--- src/rtl/mem_pkg.sv ---
// rtl/mem_pkg.sv - shared types and lane constants for the memory access sequencer
package mem_pkg;

    typedef enum logic [1:0] {
        SIZE_WORD = 2'b00,
        SIZE_HALF = 2'b01,
        SIZE_BYTE = 2'b10
    } mem_size_t;

    typedef enum logic [1:0] {
        IDLE = 2'b00,
        RD   = 2'b01,
        WR   = 2'b10,
        DONE = 2'b11
    } mem_state_t;

    // Lane positions shared with the load-extraction stage
    localparam int HW_LSB   = 16;
    localparam int BYTE_LSB = 24;

    // Halfword and byte stores need a read-modify-write; size 11 behaves as word
    function automatic logic is_partial(input logic [1:0] size);
        return (size == SIZE_HALF) || (size == SIZE_BYTE);
    endfunction

endpackage

--- src/rtl/mem_access_ctrl_store_merge.sv ---
// rtl/mem_access_ctrl_store_merge.sv - places partial store data into the lane the load side reads
module store_merge
    import mem_pkg::*;
(
    input  logic [1:0]  i_size,
    input  logic [31:0] i_store_data,
    input  logic [31:0] i_rdata,
    output logic [31:0] o_merged
);

    // Upper lanes take the new data, lower bits keep the old memory word
    always_comb begin
        o_merged = i_store_data;
        case (i_size)
            SIZE_HALF: o_merged = {i_store_data[15:0], i_rdata[HW_LSB-1:0]};
            SIZE_BYTE: o_merged = {i_store_data[7:0],  i_rdata[BYTE_LSB-1:0]};
            default:   o_merged = i_store_data;
        endcase
    end

endmodule

--- src/rtl/mem_access_ctrl.sv ---
// rtl/mem_access_ctrl.sv - multicycle load/store sequencer with read-modify-write and request timeout
module mem_access_ctrl
    import mem_pkg::*;
#(
    parameter int TIMEOUT_CYCLES = 16,
    parameter int AW             = 32
) (
    input  logic          clk,
    input  logic          rst_n,
    input  logic          start,
    input  logic          is_store,
    input  logic [1:0]    size,
    input  logic [AW-1:0] addr,
    input  logic [31:0]   store_data,
    output logic          busy,
    output logic          done,
    output logic          err,
    output logic [31:0]   mdr,
    output logic          mem_req,
    output logic          mem_we,
    output logic [AW-1:0] mem_addr,
    output logic [31:0]   mem_wdata,
    input  logic [31:0]   mem_rdata,
    input  logic          mem_ack
);

    localparam int CW = (TIMEOUT_CYCLES > 1) ? $clog2(TIMEOUT_CYCLES) : 1;

    mem_state_t     r_state;
    mem_state_t     w_next;
    logic           r_is_store;
    logic [1:0]     r_size;
    logic [31:0]    r_store_data;
    logic [AW-1:0]  r_mem_addr;
    logic [31:0]    r_mem_wdata;
    logic [31:0]    r_mdr;
    logic [CW-1:0]  r_cnt;
    logic           r_err;

    logic           w_in_req;
    logic           w_partial;
    logic           w_timeout;
    logic [31:0]    w_merged;
    logic           w_unused_addr_lsbs;

    // Byte offset within the word is irrelevant: accesses are always word aligned
    assign w_unused_addr_lsbs = ^addr[1:0];

    assign w_in_req  = (r_state == RD) || (r_state == WR);
    assign w_partial = r_is_store && is_partial(r_size);
    // An ack in the final wait cycle takes priority over the abort
    assign w_timeout = w_in_req && !mem_ack && (r_cnt == CW'(TIMEOUT_CYCLES - 1));

    assign mdr       = r_mdr;
    assign mem_addr  = r_mem_addr;
    assign mem_wdata = r_mem_wdata;

    store_merge u_store_merge (
        .i_size       (r_size),
        .i_store_data (r_store_data),
        .i_rdata      (mem_rdata),
        .o_merged     (w_merged)
    );

    // State register
    always_ff @(posedge clk or negedge rst_n) begin
        if (!rst_n) begin
            r_state <= IDLE;
        end else begin
            r_state <= w_next;
        end
    end

    // Next-state selection: word stores skip the read phase
    always_comb begin
        w_next = r_state;
        case (r_state)
            IDLE: begin
                if (start) begin
                    w_next = (is_store && !is_partial(size)) ? WR : RD;
                end
            end
            RD: begin
                if (mem_ack) begin
                    w_next = w_partial ? WR : DONE;
                end else if (w_timeout) begin
                    w_next = DONE;
                end
            end
            WR: begin
                if (mem_ack || w_timeout) begin
                    w_next = DONE;
                end
            end
            default: w_next = IDLE;
        endcase
    end

    // Handshake and memory strobes decoded from the current state
    always_comb begin
        busy    = (r_state != IDLE);
        done    = (r_state == DONE);
        err     = (r_state == DONE) && r_err;
        mem_req = w_in_req;
        mem_we  = (r_state == WR);
    end

    // Request latching, wait counter, read capture and merge write-back
    always_ff @(posedge clk or negedge rst_n) begin
        if (!rst_n) begin
            r_is_store   <= 1'b0;
            r_size       <= 2'b00;
            r_store_data <= 32'h0;
            r_mem_addr   <= '0;
            r_mem_wdata  <= 32'h0;
            r_mdr        <= 32'h0;
            r_cnt        <= '0;
            r_err        <= 1'b0;
        end else begin
            case (r_state)
                IDLE: begin
                    if (start) begin
                        r_is_store   <= is_store;
                        r_size       <= size;
                        r_store_data <= store_data;
                        r_mem_addr   <= {addr[AW-1:2], 2'b00};
                        r_cnt        <= '0;
                        r_err        <= 1'b0;
                        if (is_store && !is_partial(size)) begin
                            r_mem_wdata <= store_data;
                        end
                    end
                end
                RD: begin
                    if (mem_ack) begin
                        r_cnt <= '0;
                        if (w_partial) begin
                            r_mem_wdata <= w_merged;
                        end else begin
                            r_mdr <= mem_rdata;
                        end
                    end else if (w_timeout) begin
                        r_err <= 1'b1;
                    end else begin
                        r_cnt <= r_cnt + 1'b1;
                    end
                end
                WR: begin
                    if (!mem_ack) begin
                        if (w_timeout) begin
                            r_err <= 1'b1;
                        end else begin
                            r_cnt <= r_cnt + 1'b1;
                        end
                    end
                end
                default: ;
            endcase
        end
    end

endmodule
--- config.mk ---
export PLATFORM = sky130hd
export DESIGN_NAME = mem_access_ctrl
export DESIGN_NICKNAME = d
export VERILOG_FILES = /design/src/rtl/mem_pkg.sv /design/src/rtl/mem_access_ctrl_store_merge.sv /design/src/rtl/mem_access_ctrl.sv
export SDC_FILE = /design/constraint.sdc
export NUM_CORES = 1
export LEC_CHECK = 0
export CAP_MARGIN = 40
export CORE_ASPECT_RATIO = 1.25
export CORE_MARGIN = 3
export CORE_UTILIZATION = 46
export DETAILED_ROUTE_END_ITERATION = 8
export PLACE_DENSITY = 0.84
export SLEW_MARGIN = 20
export SYNTH_ARGS = -nofsm -noshare
export SYNTH_HDL_FRONTEND = slang
export SYNTH_SLANG_ARGS = --single-unit
--- constraint.sdc ---
create_clock -name clk -period 2 [get_ports clk]
set_input_delay 0.2 -clock clk [delete_from_list [all_inputs] [get_ports clk]]
set_output_delay 0.2 -clock clk [all_outputs]
set_load 0.1 [all_outputs]
; After elaboration in Yosys (flattened, before gate mapping)
; Index checks and enable logic that the tools add are counted.
[op_classes]
n_addsub = 1
bitwise_logic = 1
n_reduce_logical = 23
mux = 22
n_eq_ne = 17
[ops]
columns = operator, n
row1 = 32-bit two-way mux, 4
row2 = 32-bit case mux with 2 select lines, 2
row3 = 4-bit two-way mux, 4
row4 = 2-bit inequality test (second input constant), 6
row5 = 4-bit case mux with 3 select lines, 1
row6 = 2-bit two-way mux, 5
row7 = 3-bit AND reduction, 3
row8 = 2-bit equality test (second input constant), 4
row9 = 2-bit by 1-bit equality test with 1-bit output (second input constant), 3
row10 = 2-bit case mux with 3 select lines, 1
row11 = 2-bit nonzero test, 3
row12 = 1-bit logical AND, 5
row13 = 5-bit AND reduction, 1
row14 = 4-bit by 1-bit adder with 4-bit output (second input constant), 1
row15 = 4-bit equality test (second input constant), 1
row16 = 1-bit logical OR, 4
row17 = 1-bit two-way mux, 4
row18 = 2-bit by 1-bit inequality test with 1-bit output (second input constant), 2
row19 = 4-bit AND reduction, 1
row20 = 3-bit inequality test (second input constant), 1
row21 = 3-bit nonzero test, 1
row22 = 1-bit logical NOT, 2
row23 = 2-bit logical NOT, 1
row24 = 1-bit case mux with 2 select lines, 1
row25 = other kinds (3), 3
[totals]
word_cells = 73
in_bits = 103
regBits = 136
out_inout_bits = 101

; Logic depth before layout (Yosys ltp)
; Gate-level depths: netlist (run 1).
[depth]
ltp_word = 7
depth_mapped = 9

; Hierarchy
; Synthesis (run 1) repeated with hierarchy kept, for this count alone.
[unflattened]
cells_unflattened = 479
hier_area_um2 = 6429.9
[modules_own_cells]
columns = module, instances, seq_area_each_um2, area_each_um2, cells_per_inst
row1 = mem_access_ctrl, 1, 3403.3, 5830.6, 366
row2 = store_merge, 1, 0.0, 599.3, 113

; Least setup slack after synthesis (run 1)
; No wires, ideal clock.
[synth_timing]
path_type = register -> output
start = register r_state[0]
end = output err
t_arrival_ns = 2.099
n_path_buf = 0
path_stages_with_launch = 3
setup_slack_ns = -0.299
cell_sequence = dfrtp_1 > ha_1 > and2_1
[synth_via]
elab_chain_cells = 2
[synth_lines]
columns = element, line_no
row1 = start: declaration, mem_access_ctrl.sv:29  ; mem_state_t r_state;
row2 = start signal: assignment, mem_access_ctrl.sv:70  ; r_state <= w_next;
row3 = 2-bit equality test, --
row4 = named net done, mem_access_ctrl.sv:16  ; output logic done,
row5 = 1-bit logical AND, mem_access_ctrl.sv:103  ; err = (r_state == DONE) && r_err;
row6 = end: declaration, mem_access_ctrl.sv:17  ; output logic err,
; The timed path passes the listed nets, and every way through them passes these cells.

; Worst setup path after layout (run 1)
[layout_timing]
start = register r_size[0]
end = register r_mem_wdata[29] (netlist: mem_wdata[29])
[layout_via]
elab_chain_cells = 5
elab_cells_between_ends = 10
classes_between = eq/ne: 3 / mux: 4 / reduce/logical: 3
[layout_lines]
columns = element, line_no
row1 = start: declaration, mem_access_ctrl.sv:32  ; logic [1:0] r_size;
row2 = start signal: assignment, mem_access_ctrl.sv:124  ; r_size <= size;
row3 = 2-bit equality test or 2-bit by 1-bit equality test with 1-bit output (tied branches), "mem_pkg.sv:23, mem_access_ctrl_store_merge.sv:14"
row4 = 32-bit case mux with 2 select lines or 1-bit logical OR (tied branches), "mem_access_ctrl_store_merge.sv:14, mem_pkg.sv:23"
row5 = 32-bit two-way mux or 1-bit logical AND (tied branches), "mem_access_ctrl.sv:137, mem_access_ctrl.sv:50"
row6 = 32-bit two-way mux or 2-bit inequality test (tied branches), --
row7 = 32-bit case mux with 2 select lines or 5-bit AND reduction (tied branches), --
row8 = end signal: assignment, mem_access_ctrl.sv:130  ; r_mem_wdata <= store_data;
row9 = end signal: assignment, mem_access_ctrl.sv:138  ; r_mem_wdata <= w_merged;
row10 = end: declaration, mem_access_ctrl.sv:35  ; logic [31:0] r_mem_wdata;
; Several ways; a longest one is shown, not always the timed one. The select of a mux whose other input is x is not followed.
; A chain may end at the register's enable or synchronous reset.

==> flow_summary.ini, run 1 <==
[synth]
synth_cell_types = 42
synth_top_area_share_pct = 55.1
ys_top_cells_by_area = dfrtp_1 (55%), mux2_2 (7.8%), mux2_1 (7.5%)
yosys-top-cells-count = dfrtp_1 (136), mux2_2 (43), mux2_1 (41)
yosysWarnings = 0
async_flop_share_pct = 100
synth_edf_count = 0
syn_area_um2 = 6180
synth_ff_type = dfrtp_1
syn-instance-count = 486
ys_seq_area_share_pct = 55.1
synth_top_area_cell = dfrtp_1
synth.avg_cell_area_um2 = 12.7
yosysMostFrequentCell = dfrtp_1
synth-seq-cells = 136

[global_route]
busiest_layer = met2
antenna_found_initial = 0
use_met1_pct = 27.0
use_met3_pct = 6.39
grtUsageMet2_pct = 42.1
grt_usage_pct = 24.1
grt_start_max_net_pins = 60
grt_pass1_vias = 5291
grt_overflow_total = 0
grt_pass1_wl_um = 27200

[floorplan]
die_y_um = 136
rows = 46
die_w_um = 110
ios = 204
core_um2 = 12900
dieArea_um2 = 14900
start_util_pct = 47.9

[final_layout]
seq_area_um2 = 3400
nets = 804
multiInputGateArea_um2 = 2580
fillers = 914
area_growth_syn_to_layout_pct = 44.9
final_cells = 875
antennaDiodeCount = 0
drive_above_1_share_pct = 34.8

[drt]
post-route-drc-count = 0
wl_per_cell_um = 20.0
initialDrtViolationCount = 264
drt_pre_antenna_iters = 5
viasPerCell = 5.55
num_vias = 4853
routed_wl_um = 17500
drtAntennaViolNets = 0

[critical_path]
slowest_stage = dfrtp_1
critPathTopFamily = compound AO/OA/AOI/OAI gates
cp-end-kind = flip-flop
reg2regPathDepth = 6
worstSetupPathType = reg2reg
cp_max_fo = 21
cp-start-kind = flip-flop
cp_num_buf_inv = 2
crit_path_cell_trace = inv_1 -> ha_1 -> buf_4 -> a221oi_1 -> o22ai_1 -> mux2_4
cp.required_ns = 2.29
cpPeakStageDelay_ns = 0.37
cp.depth = 6
cp.arrival_ns = 2.21

[sta]
max_clock_freq_mhz = 522
skew_ns = 0.0116
setup_tns_ns = 0
rsz0062_at_grt = false
setup_violations = 0
setup_ws_ns = 0.0839
hold_viol = 0
min_period_ns = 1.92
slew_violations = 0
finalCritPeriodShare_pct = 95.8

[clock_tree]
cts_tree = done
cts_num_sinks = 136
cts_made_buffers = 17
clk_latency_ns = 0.41
htreeDepth = 4
clk_pin_slew_ns = 0.06
cts_root_buffer = clkbuf_16
clockBufferDepth = 2

[place]
hpwl_um = 12500
dp_cells = 836
dpl_worst_slack_ns = -0.0879
place.port_buffers = 199
gp_congestion = 0.848

[outcome]
status = complete, no violations

[run]
maxCapViolCount = 0

[hold_path]
hp-class = in2async
==> cell usage in the layout, fill, tap and decap left out, types with 4 or more instances in the layout <==
master	synthesis	layout
dfrtp_1	136	136
clkinv_2	1	4
o22ai_1	16	16
mux2_4	30	30
buf_4	2	109
inv_1	20	20
clkbuf_16	0	17
nand2_1	23	22
mux2_1	41	41
clkdlybuf4s50_1	0	99
o21ai_0	34	34
a22oi_1	16	16
buf_12	0	13
a21oi_1	22	22
nor2_1	19	19
mux2_2	43	43
clkinvlp_4	0	5
a221oi_1	16	14
==> registers in the layout (all words and copies together), names as in the netlist, 2 cells and up <==
| signal | flops |
|---|---|
| r_size | 2 |
| mdr | 32 |
| mem_addr | 30 |
| r_state | 2 |
| mem_wdata | 32 |
| r_store_data | 32 |
| r_cnt | 4 |
==> cell type report <==
type	instances	area share, %
timing repair buffer	223	23.3
multi-input combinational	294	28.8
inverter	22	0.936
clock inverter	14	1.65
clock buffer	18	4.90
tap	168	2.35
sequential	136	38.0
==> stage by stage <==
step / area (µm²) / hold slack [ns] / utilization, %
floorplan: 6200 / -0.0956 / -
global route: 8960 / 0.272 / 69.5
detailed placement: 8200 / 0.132 / 63.6
finish: 8960 / 0.249 / 69.5
global placement: 8200 / 0.120 / 63.6
CTS: 8820 / 0.255 / 68.4
==> layer usage <==
metal | vias up | wire length, µm
li1 | 2177 | -
met1 | 2408 | 6440
met2 | 227 | 9320
met3 | 41 | 1210
met4 | 0 | 546
met5 | - | 0
==> worst paths after layout <==
check / from / end / slack, ns
hold reg to reg: mdr[24] / mdr[24] / 0.49
setup / recovery: r_size[0] / mem_wdata[29] / 0.08
min in group clk: store_data[19] / r_store_data[19] / 0.37
max in group asynchronous: rst_n / r_is_store / 1.08
setup reg to reg: r_size[0] / mem_wdata[29] / 0.08
hold / removal: rst_n / mem_addr[27] / 0.25
==> what timing repair did <==
item,4_1_cts,5_1_grt
pin swaps,0,1
hold buffers,1,0
resized for setup,2,6
gates cloned,1,0
setup endpoints to repair,32,50
setup buffers,0,5
hold endpoints to repair,37,0
==> cell families after synthesis <==
kind of cell / count (synthesis) / synth area share (%)
AND/OR/NAND/NOR: 50 / 3.38
adder cells (fa/ha/maj): 7 / 1.42
flip-flops: 136 / 55.1
buffers and inverters: 58 / 4.76
XOR/XNOR: 1 / 0.263
other: 1 / 0.0607
AO/OA/AOI/OAI: 118 / 12.3
multiplexers: 115 / 22.8
Power of run 1 is not shown: default switching activity piles up to over one toggle a cycle in this logic, so the estimate is an artifact.
==> inputs of run 2 (changes only) <==
--- a/config.mk
+++ b/config.mk
@@ -10,6 +10,7 @@
 export CORE_MARGIN = 3
 export CORE_UTILIZATION = 46
 export DETAILED_ROUTE_END_ITERATION = 8
+export HOLD_SLACK_MARGIN = 0.06
 export PLACE_DENSITY = 0.84
 export SLEW_MARGIN = 20
 export SYNTH_ARGS = -nofsm -noshare
==> results of run 2 <==
No change in the layout: final DEF, timing and power equal those of run 1.
Power of run 2 is left out for the same reason.
